<file path="config.mk">
export PLATFORM = sky130hd
export DESIGN_NAME = aes_core_arbiter_flat
export DESIGN_NICKNAME = d
export VERILOG_FILES = /design/src/rtl/aes_arb_pkg.sv /design/src/rtl/aes_core_arbiter_if.sv /design/src/rtl/aes_rr_arb2.sv /design/src/rtl/aes_core_arbiter.sv /design/src/flat_wrapper.sv
export SDC_FILE = /design/constraint.sdc
export NUM_CORES = 1
export LEC_CHECK = 0
export BUFFER_PORTS_ARGS = -buffer_cell sky130_fd_sc_hd__buf_2
export CAP_MARGIN = 20
export CORE_AREA = 2 2 555 557
export DETAILED_ROUTE_END_ITERATION = 8
export DIE_AREA = 0 0 557 559
export PLACE_DENSITY_LB_ADDON = 0.05
export SLEW_MARGIN = 20
export SYNTH_ARGS = -nofsm -noshare
export SYNTH_HDL_FRONTEND = slang
export SYNTH_HIERARCHICAL = 1
export SYNTH_SLANG_ARGS = --single-unit
</file>
<file path="constraint.sdc">
create_clock -name aes_clk -period 32.1 [get_ports aes_clk]
set_input_delay 4.815 -clock aes_clk [delete_from_list [all_inputs] [get_ports aes_clk]]
set_output_delay 4.815 -clock aes_clk [all_outputs]
set_load 0.02 [all_outputs]
</file>
<file path="src/rtl/aes_arb_pkg.sv">
// Shared types and defaults for the two-requester AES core arbiter.
package aes_arb_pkg;

  localparam int KEY_W_DEF = 256;
  localparam int BLK_W_DEF = 128;

  typedef logic req_id_t;

  typedef enum logic [2:0] {
    IDLE,
    KEY_START,
    KEY_WAIT,
    BLK_START,
    BLK_WAIT,
    RESP
  } arb_state_t;

endpackage

</file>
<file path="src/rtl/aes_core_arbiter_if.sv">
// Requester, response and core-side bundle for aes_core_arbiter.
interface aes_core_arbiter_if
  import aes_arb_pkg::*;
#(
  parameter int KEY_W = KEY_W_DEF,
  parameter int BLK_W = BLK_W_DEF
);

  logic             req0_valid;
  logic             req0_ready;
  logic [KEY_W-1:0] req0_key;
  logic             req0_keylen;
  logic             req0_encdec;
  logic [BLK_W-1:0] req0_block;

  logic             req1_valid;
  logic             req1_ready;
  logic [KEY_W-1:0] req1_key;
  logic             req1_keylen;
  logic             req1_encdec;
  logic [BLK_W-1:0] req1_block;

  logic             key_flush;

  logic             rsp_valid;
  req_id_t          rsp_id;
  logic [BLK_W-1:0] rsp_result;

  logic             core_init;
  logic             core_next;
  logic [KEY_W-1:0] core_key;
  logic             core_keylen;
  logic             core_encdec;
  logic [BLK_W-1:0] core_block;
  logic             core_ready;
  logic [BLK_W-1:0] core_result;

  // master = the arbiter, slave = requesters plus core
  modport master (
    input  req0_valid, req0_key, req0_keylen, req0_encdec, req0_block,
    input  req1_valid, req1_key, req1_keylen, req1_encdec, req1_block,
    input  key_flush, core_ready, core_result,
    output req0_ready, req1_ready,
    output rsp_valid, rsp_id, rsp_result,
    output core_init, core_next, core_key, core_keylen, core_encdec, core_block
  );

  modport slave (
    output req0_valid, req0_key, req0_keylen, req0_encdec, req0_block,
    output req1_valid, req1_key, req1_keylen, req1_encdec, req1_block,
    output key_flush, core_ready, core_result,
    input  req0_ready, req1_ready,
    input  rsp_valid, rsp_id, rsp_result,
    input  core_init, core_next, core_key, core_keylen, core_encdec, core_block
  );

endinterface

</file>
<file path="src/rtl/aes_rr_arb2.sv">
// Two-way round-robin grant; last_grant resets to 1 so requester 0 wins the first tie.
module aes_rr_arb2
  import aes_arb_pkg::*;
(
  input  logic       aes_clk,
  input  logic       aes_rst,
  input  logic       en,
  input  logic [1:0] req,
  output logic [1:0] gnt,
  output req_id_t    gnt_id
);

  req_id_t last_grant_reg;

  always_comb begin
    gnt = 2'b00;
    if (req[0] && req[1]) gnt_id = ~last_grant_reg;
    else                  gnt_id = req[1];
    if (en) gnt[gnt_id] = |req;
  end

  always_ff @(posedge aes_clk or posedge aes_rst) begin
    if (aes_rst)            last_grant_reg <= 1'b1;
    else if (en && |req)    last_grant_reg <= gnt_id;
  end

endmodule

</file>
<file path="src/rtl/aes_core_arbiter.sv">
// Shares one AES core between two requesters; define AES_ARB_KEY_CACHE_EN to skip
// key expansion when the granted key/keylen match the key already loaded in the core.
module aes_core_arbiter
  import aes_arb_pkg::*;
#(
  parameter int KEY_W = KEY_W_DEF,
  parameter int BLK_W = BLK_W_DEF
) (
  input logic                aes_clk,
  input logic                aes_rst,
  aes_core_arbiter_if.master bus
);

  arb_state_t       state_reg;
  logic             wait_first_reg;
  req_id_t          cur_id_reg;
  logic [KEY_W-1:0] key_reg;
  logic             keylen_reg;
  logic             encdec_reg;
  logic [BLK_W-1:0] block_reg;
  logic             rsp_valid_reg;
  req_id_t          rsp_id_reg;
  logic [BLK_W-1:0] rsp_result_reg;
  logic             core_init_reg;
  logic             core_next_reg;

  logic             grant_en;
  logic [1:0]       req_valid;
  logic [1:0]       req_gnt;
  req_id_t          gnt_id;
  logic [KEY_W-1:0] sel_key;
  logic             sel_keylen;
  logic             sel_encdec;
  logic [BLK_W-1:0] sel_block;
  logic             key_hit;
  logic             core_done;

  assign req_valid = {bus.req1_valid, bus.req0_valid};
  // Reset gating keeps the combinational accept pulses low while aes_rst is held
  assign grant_en  = (state_reg == IDLE) && bus.core_ready && !aes_rst;
  // The core drops core_ready one cycle after a start pulse, so the first wait cycle is skipped
  assign core_done = !wait_first_reg && bus.core_ready;

  aes_rr_arb2 u_rr_arb (
    .aes_clk (aes_clk),
    .aes_rst (aes_rst),
    .en      (grant_en),
    .req     (req_valid),
    .gnt     (req_gnt),
    .gnt_id  (gnt_id)
  );

  assign sel_key    = gnt_id ? bus.req1_key    : bus.req0_key;
  assign sel_keylen = gnt_id ? bus.req1_keylen : bus.req0_keylen;
  assign sel_encdec = gnt_id ? bus.req1_encdec : bus.req0_encdec;
  assign sel_block  = gnt_id ? bus.req1_block  : bus.req0_block;

`ifdef AES_ARB_KEY_CACHE_EN
  logic             key_vld_reg;
  logic [KEY_W-1:0] loaded_key_reg;
  logic             loaded_keylen_reg;

  // A flush on the grant edge forces a miss
  assign key_hit = key_vld_reg && !bus.key_flush &&
                   (sel_key == loaded_key_reg) && (sel_keylen == loaded_keylen_reg);

  always_ff @(posedge aes_clk or posedge aes_rst) begin
    if (aes_rst) begin
      key_vld_reg       <= 1'b0;
      loaded_key_reg    <= '0;
      loaded_keylen_reg <= 1'b0;
    end else if (bus.key_flush) begin
      key_vld_reg <= 1'b0;
    end else if (state_reg == KEY_WAIT && core_done) begin
      key_vld_reg       <= 1'b1;
      loaded_key_reg    <= key_reg;
      loaded_keylen_reg <= keylen_reg;
    end
  end
`else
  logic unused_key_flush;
  assign unused_key_flush = bus.key_flush;
  assign key_hit          = 1'b0;
`endif

  always_ff @(posedge aes_clk or posedge aes_rst) begin
    if (aes_rst) begin
      state_reg      <= IDLE;
      wait_first_reg <= 1'b0;
      cur_id_reg     <= 1'b0;
      key_reg        <= '0;
      keylen_reg     <= 1'b0;
      encdec_reg     <= 1'b0;
      block_reg      <= '0;
      rsp_valid_reg  <= 1'b0;
      rsp_id_reg     <= 1'b0;
      rsp_result_reg <= '0;
      core_init_reg  <= 1'b0;
      core_next_reg  <= 1'b0;
    end else begin
      core_init_reg <= 1'b0;
      core_next_reg <= 1'b0;
      rsp_valid_reg <= 1'b0;
      case (state_reg)
        IDLE: begin
          if (|req_gnt) begin
            cur_id_reg    <= gnt_id;
            key_reg       <= sel_key;
            keylen_reg    <= sel_keylen;
            encdec_reg    <= sel_encdec;
            block_reg     <= sel_block;
            state_reg     <= key_hit ? BLK_START : KEY_START;
            core_init_reg <= !key_hit;
            core_next_reg <= key_hit;
          end
        end
        KEY_START: begin
          state_reg      <= KEY_WAIT;
          wait_first_reg <= 1'b1;
        end
        KEY_WAIT: begin
          wait_first_reg <= 1'b0;
          if (core_done) begin
            state_reg     <= BLK_START;
            core_next_reg <= 1'b1;
          end
        end
        BLK_START: begin
          state_reg      <= BLK_WAIT;
          wait_first_reg <= 1'b1;
        end
        BLK_WAIT: begin
          wait_first_reg <= 1'b0;
          if (core_done) begin
            rsp_result_reg <= bus.core_result;
            rsp_id_reg     <= cur_id_reg;
            rsp_valid_reg  <= 1'b1;
            state_reg      <= RESP;
          end
        end
        RESP:    state_reg <= IDLE;
        default: state_reg <= IDLE;
      endcase
    end
  end

  assign bus.req0_ready  = req_gnt[0];
  assign bus.req1_ready  = req_gnt[1];
  assign bus.rsp_valid   = rsp_valid_reg;
  assign bus.rsp_id      = rsp_id_reg;
  assign bus.rsp_result  = rsp_result_reg;
  assign bus.core_init   = core_init_reg;
  assign bus.core_next   = core_next_reg;
  assign bus.core_key    = key_reg;
  assign bus.core_keylen = keylen_reg;
  assign bus.core_encdec = encdec_reg;
  assign bus.core_block  = block_reg;

endmodule

</file>
<file path="src/flat_wrapper.sv">
// flat-port wrapper written by rule: the top's interface ports become plain ports
module aes_core_arbiter_flat import aes_arb_pkg::*;
#(
  parameter int KEY_W = KEY_W_DEF,
  parameter int BLK_W = BLK_W_DEF
)
  (aes_clk, aes_rst, bus_req0_valid, bus_req0_key, bus_req0_keylen, bus_req0_encdec, bus_req0_block, bus_req1_valid, bus_req1_key, bus_req1_keylen, bus_req1_encdec, bus_req1_block, bus_key_flush, bus_core_ready, bus_core_result, bus_req0_ready, bus_req1_ready, bus_rsp_valid, bus_rsp_id, bus_rsp_result, bus_core_init, bus_core_next, bus_core_key, bus_core_keylen, bus_core_encdec, bus_core_block);
  aes_core_arbiter_if #(.KEY_W(KEY_W), .BLK_W(BLK_W)) bus_i ();
  input logic aes_clk;
  input logic aes_rst;
  input wire logic [$bits(bus_i.req0_valid)-1:0] bus_req0_valid;
  input wire logic [$bits(bus_i.req0_key)-1:0] bus_req0_key;
  input wire logic [$bits(bus_i.req0_keylen)-1:0] bus_req0_keylen;
  input wire logic [$bits(bus_i.req0_encdec)-1:0] bus_req0_encdec;
  input wire logic [$bits(bus_i.req0_block)-1:0] bus_req0_block;
  input wire logic [$bits(bus_i.req1_valid)-1:0] bus_req1_valid;
  input wire logic [$bits(bus_i.req1_key)-1:0] bus_req1_key;
  input wire logic [$bits(bus_i.req1_keylen)-1:0] bus_req1_keylen;
  input wire logic [$bits(bus_i.req1_encdec)-1:0] bus_req1_encdec;
  input wire logic [$bits(bus_i.req1_block)-1:0] bus_req1_block;
  input wire logic [$bits(bus_i.key_flush)-1:0] bus_key_flush;
  input wire logic [$bits(bus_i.core_ready)-1:0] bus_core_ready;
  input wire logic [$bits(bus_i.core_result)-1:0] bus_core_result;
  output wire logic [$bits(bus_i.req0_ready)-1:0] bus_req0_ready;
  output wire logic [$bits(bus_i.req1_ready)-1:0] bus_req1_ready;
  output wire logic [$bits(bus_i.rsp_valid)-1:0] bus_rsp_valid;
  output wire logic [$bits(bus_i.rsp_id)-1:0] bus_rsp_id;
  output wire logic [$bits(bus_i.rsp_result)-1:0] bus_rsp_result;
  output wire logic [$bits(bus_i.core_init)-1:0] bus_core_init;
  output wire logic [$bits(bus_i.core_next)-1:0] bus_core_next;
  output wire logic [$bits(bus_i.core_key)-1:0] bus_core_key;
  output wire logic [$bits(bus_i.core_keylen)-1:0] bus_core_keylen;
  output wire logic [$bits(bus_i.core_encdec)-1:0] bus_core_encdec;
  output wire logic [$bits(bus_i.core_block)-1:0] bus_core_block;
  assign bus_i.req0_valid = bus_req0_valid;
  assign bus_i.req0_key = bus_req0_key;
  assign bus_i.req0_keylen = bus_req0_keylen;
  assign bus_i.req0_encdec = bus_req0_encdec;
  assign bus_i.req0_block = bus_req0_block;
  assign bus_i.req1_valid = bus_req1_valid;
  assign bus_i.req1_key = bus_req1_key;
  assign bus_i.req1_keylen = bus_req1_keylen;
  assign bus_i.req1_encdec = bus_req1_encdec;
  assign bus_i.req1_block = bus_req1_block;
  assign bus_i.key_flush = bus_key_flush;
  assign bus_i.core_ready = bus_core_ready;
  assign bus_i.core_result = bus_core_result;
  assign bus_req0_ready = bus_i.req0_ready;
  assign bus_req1_ready = bus_i.req1_ready;
  assign bus_rsp_valid = bus_i.rsp_valid;
  assign bus_rsp_id = bus_i.rsp_id;
  assign bus_rsp_result = bus_i.rsp_result;
  assign bus_core_init = bus_i.core_init;
  assign bus_core_next = bus_i.core_next;
  assign bus_core_key = bus_i.core_key;
  assign bus_core_keylen = bus_i.core_keylen;
  assign bus_core_encdec = bus_i.core_encdec;
  assign bus_core_block = bus_i.core_block;
  aes_core_arbiter #(.KEY_W(KEY_W), .BLK_W(BLK_W)) u_core (.aes_clk(aes_clk), .aes_rst(aes_rst), .bus(bus_i));
endmodule
</file>
==> flow_metrics.py <==
metrics = {
    "run_status": {
        "outcome": "completed",
    },
    "sta": {
        "maxSlewViolCount": 0,
        "setup_violations": 0,
        "whs_ps": 476,
        "period_needed_ps": 11060,
        "rsz0062_at_grt": "no",
        "final.setup.worst_slack_ps": 21040,
        "finalCritPeriodShare_pct": 34.5,
        "slew_headroom_pct": 30.2,
        "fin_setup_tns_ps": 0,
        "fmax_mhz": 90.4,
        "fin_skew_ps": 53.5,
        "hold_viol": 0,
        "tightest_slew_ps": 1050,
    },
    "clock_network": {
        "clockBufferDepth": 4,
        "cts_tree": "built",
        "htree_levels": 3,
        "ctsResizeCount": 0,
        "clkLatencyLatePin_ps": 810,
        "clockRootBuffer": "clkbuf_16",
        "clk_pin_slew_ps": 50,
        "postCtsHoldBufs": 0,
        "cts_setup_buffers": 0,
        "cts_made_buffers": 89,
        "clock_sinks": 524,
    },
    "worst_hold_path": {
        "min_from": "u_core/bus.core_key[32]",
        "hold_class": "flop to flop",
        "whs_endpoint": "u_core/bus.core_key[32]",
        "hold_depth": 1,
    },
    "floorplanning": {
        "fp-row-count": 203,
        "die_area_um2": 311000,
        "start_util_pct": 7.97,
        "die_x_um": 557,
        "die_h_um": 559,
        "coreArea_um2": 305000,
        "ios": 1426,
    },
    "route": {
        "wire_per_inst_um": 22.6,
        "drt_iter0_drc": 383,
        "via_per_inst": 2.70,
        "postRouteAntennaNets": 0,
        "drt-total-wl_um": 163000,
        "remaining_drc_errors": 0,
        "vias": 19400,
        "dr.pass1.iters": 4,
    },
    "job": {
        "drv_cap": 0,
    },
    "worst_setup_path": {
        "endpoint_kind": "output port",
        "rr_endpoint": "u_core/bus.core_key[217]",
        "critPathMaxFanout": 81,
        "cp-start-kind": "input pin",
        "required_ps": 27280,
        "ff2ff_path_depth": 10,
        "r2r_slack_ps": 27700,
        "critPathKind": "input pin to output port",
        "rr_startpoint": "u_core/state_reg[0]",
        "critPathArrivalTime_ps": 6250,
    },
    "global_route": {
        "grt.total_usage_pct": 10.1,
        "grt_pass1_wl_um": 210000,
        "antenna_found_initial": 221,
        "grt_pass1_vias": 21200,
        "grt_overflow_total": 0,
        "grt_max_degree": 117,
    },
    "power_and_ir_drop": {
        "ir_drop_mv": 0.0332,
        "leakagePower_nw": 17.7,
        "powerDensity_nw_per_um2": 94.0,
        "finalPower_mw": 3.66,
    },
    "logic_synthesis": {
        "synth.distinct_cells": 29,
        "ys_seq_area_share_pct": 54.0,
        "yosysWarnings": 6,
        "syn_area_um2": 24300,
        "async_flop_share_pct": 100,
        "ys_seq_elements": 524,
        "avgSynthCellArea_um2": 15.6,
        "synth-edff-count": 0,
        "synthCells": 1555,
        "synth_nets": 2461,
        "ys.flop_type": "dfrtp_1",
    },
    "cells_and_area": {
        "fillers": 34700,
        "largest_reg_flops": 256,
        "utilization_pct": 12.8,
        "regArea_um2": 13100,
        "area_growth_pct": 60.5,
        "multi_input_area_um2": 10400,
        "design_area_um2": 39000,
        "instances_no_fill": 7207,
        "nNetsFinal": 3898,
        "drive_above_1_share_pct": 68.8,
    },
    "place": {
        "dp_slack_ps": 20870,
        "placed_cells": 7001,
        "place_area_um2": 36000,
        "dp_hpwl_um": 131000,
        "gp_congestion": 0.750,
        "io_buffers": 1424,
    },
}
## cells in the mapped netlist, types with 2 or more instances
cell type  instances  area, µm²
a21oi_1            5       25.0
buf_2             49        245
buf_4              9       67.6
buf_6             25        282
buf_8             12        180
clkbuf_1           5       18.8
dfrtp_1          523      13100
inv_1              4       15.0
mux2_1           382       4300
mux2_2           510       5740
mux2_4            10        150
nand2b_1           2       12.5
nor2_1             3       11.3
## cell families (layout without fill, tap and decap cells)
group / after synthesis / after routing / share of synthesized area [%]
mux: 903 / 903 / 42.0
flops: 524 / 524 / 54.0
buf+inv: 105 / 1603 / 3.41
simple gates: 13 / 13 / 0.371
compound gates: 9 / 9 / 0.237
xor+xnor: 1 / 1 / 0.0360
other cells: 0 / 54 / 0
## power by group
group | internal (mW) | total, mW | switching, mW
Clock | 0.590 | 0.977 | 0.387
Sequential | 0.986 | 1.14 | 0.153
Combinational | 0.561 | 1.55 | 0.988
## worst max-delay path, stage by stage
cell and delay (ps):
buf_2 150, inv_8 370, and4b_1 390, nand2_1 80
a21oi_1 180, buf_2 250
## final cells by class
type                            count  share of cell area (%)
Sequential cell                   524                    33.6
Antenna cell                       54                   0.346
Tap cell                         4100                    13.2
Clock inverter                     13                   0.520
Multi-Input combinational cell    926                    26.6
Inverter                            4                  0.0577
Timing Repair Buffer             1447                    18.8
Clock buffer                      139                    6.83
## cells in the final DEF, fill, tap and decap left out, types with 2 or more instances in the layout
| master | n |
|---|---|
| a21oi_1 | 5 |
| buf_12 | 4 |
| buf_2 | 1424 |
| buf_4 | 19 |
| bufinv_16 | 3 |
| clkbuf_1 | 25 |
| clkbuf_16 | 89 |
| clkbuf_8 | 25 |
| clkinv_2 | 5 |
| clkinv_8 | 3 |
| dfrtp_1 | 523 |
| diode_2 | 54 |
| inv_1 | 3 |
| mux2_1 | 382 |
| mux2_2 | 510 |
| mux2_4 | 10 |
| nand2b_1 | 2 |
| nor2_1 | 3 |
## routing by layer
metal  routed length, µm  share of wire [%]  up-vias  global-route usage, %
li1                    -                  -     8597                      -
met1               56500                 35     9098                   10.0
met2               75300                 46     1173                   16.9
met3               24400                 15      419                   7.04
met4                5570                3.4      146                   2.86
met5                 933               0.57        -                      0
## how the worst max path moves through the flow
stage | from | to | cells past startpoint
2_1_floorplan | aes_rst | bus_req0_ready | 4
3_3_place_gp | aes_rst | bus_req0_ready | 6
3_5_place_dp | aes_rst | bus_req0_ready | 6
4_1_cts | aes_rst | bus_req0_ready | 6
5_1_grt | aes_rst | bus_req0_ready | 6
6_report | aes_rst | bus_req0_ready | 6
Note: power is estimated with default switching activity, not from simulation.
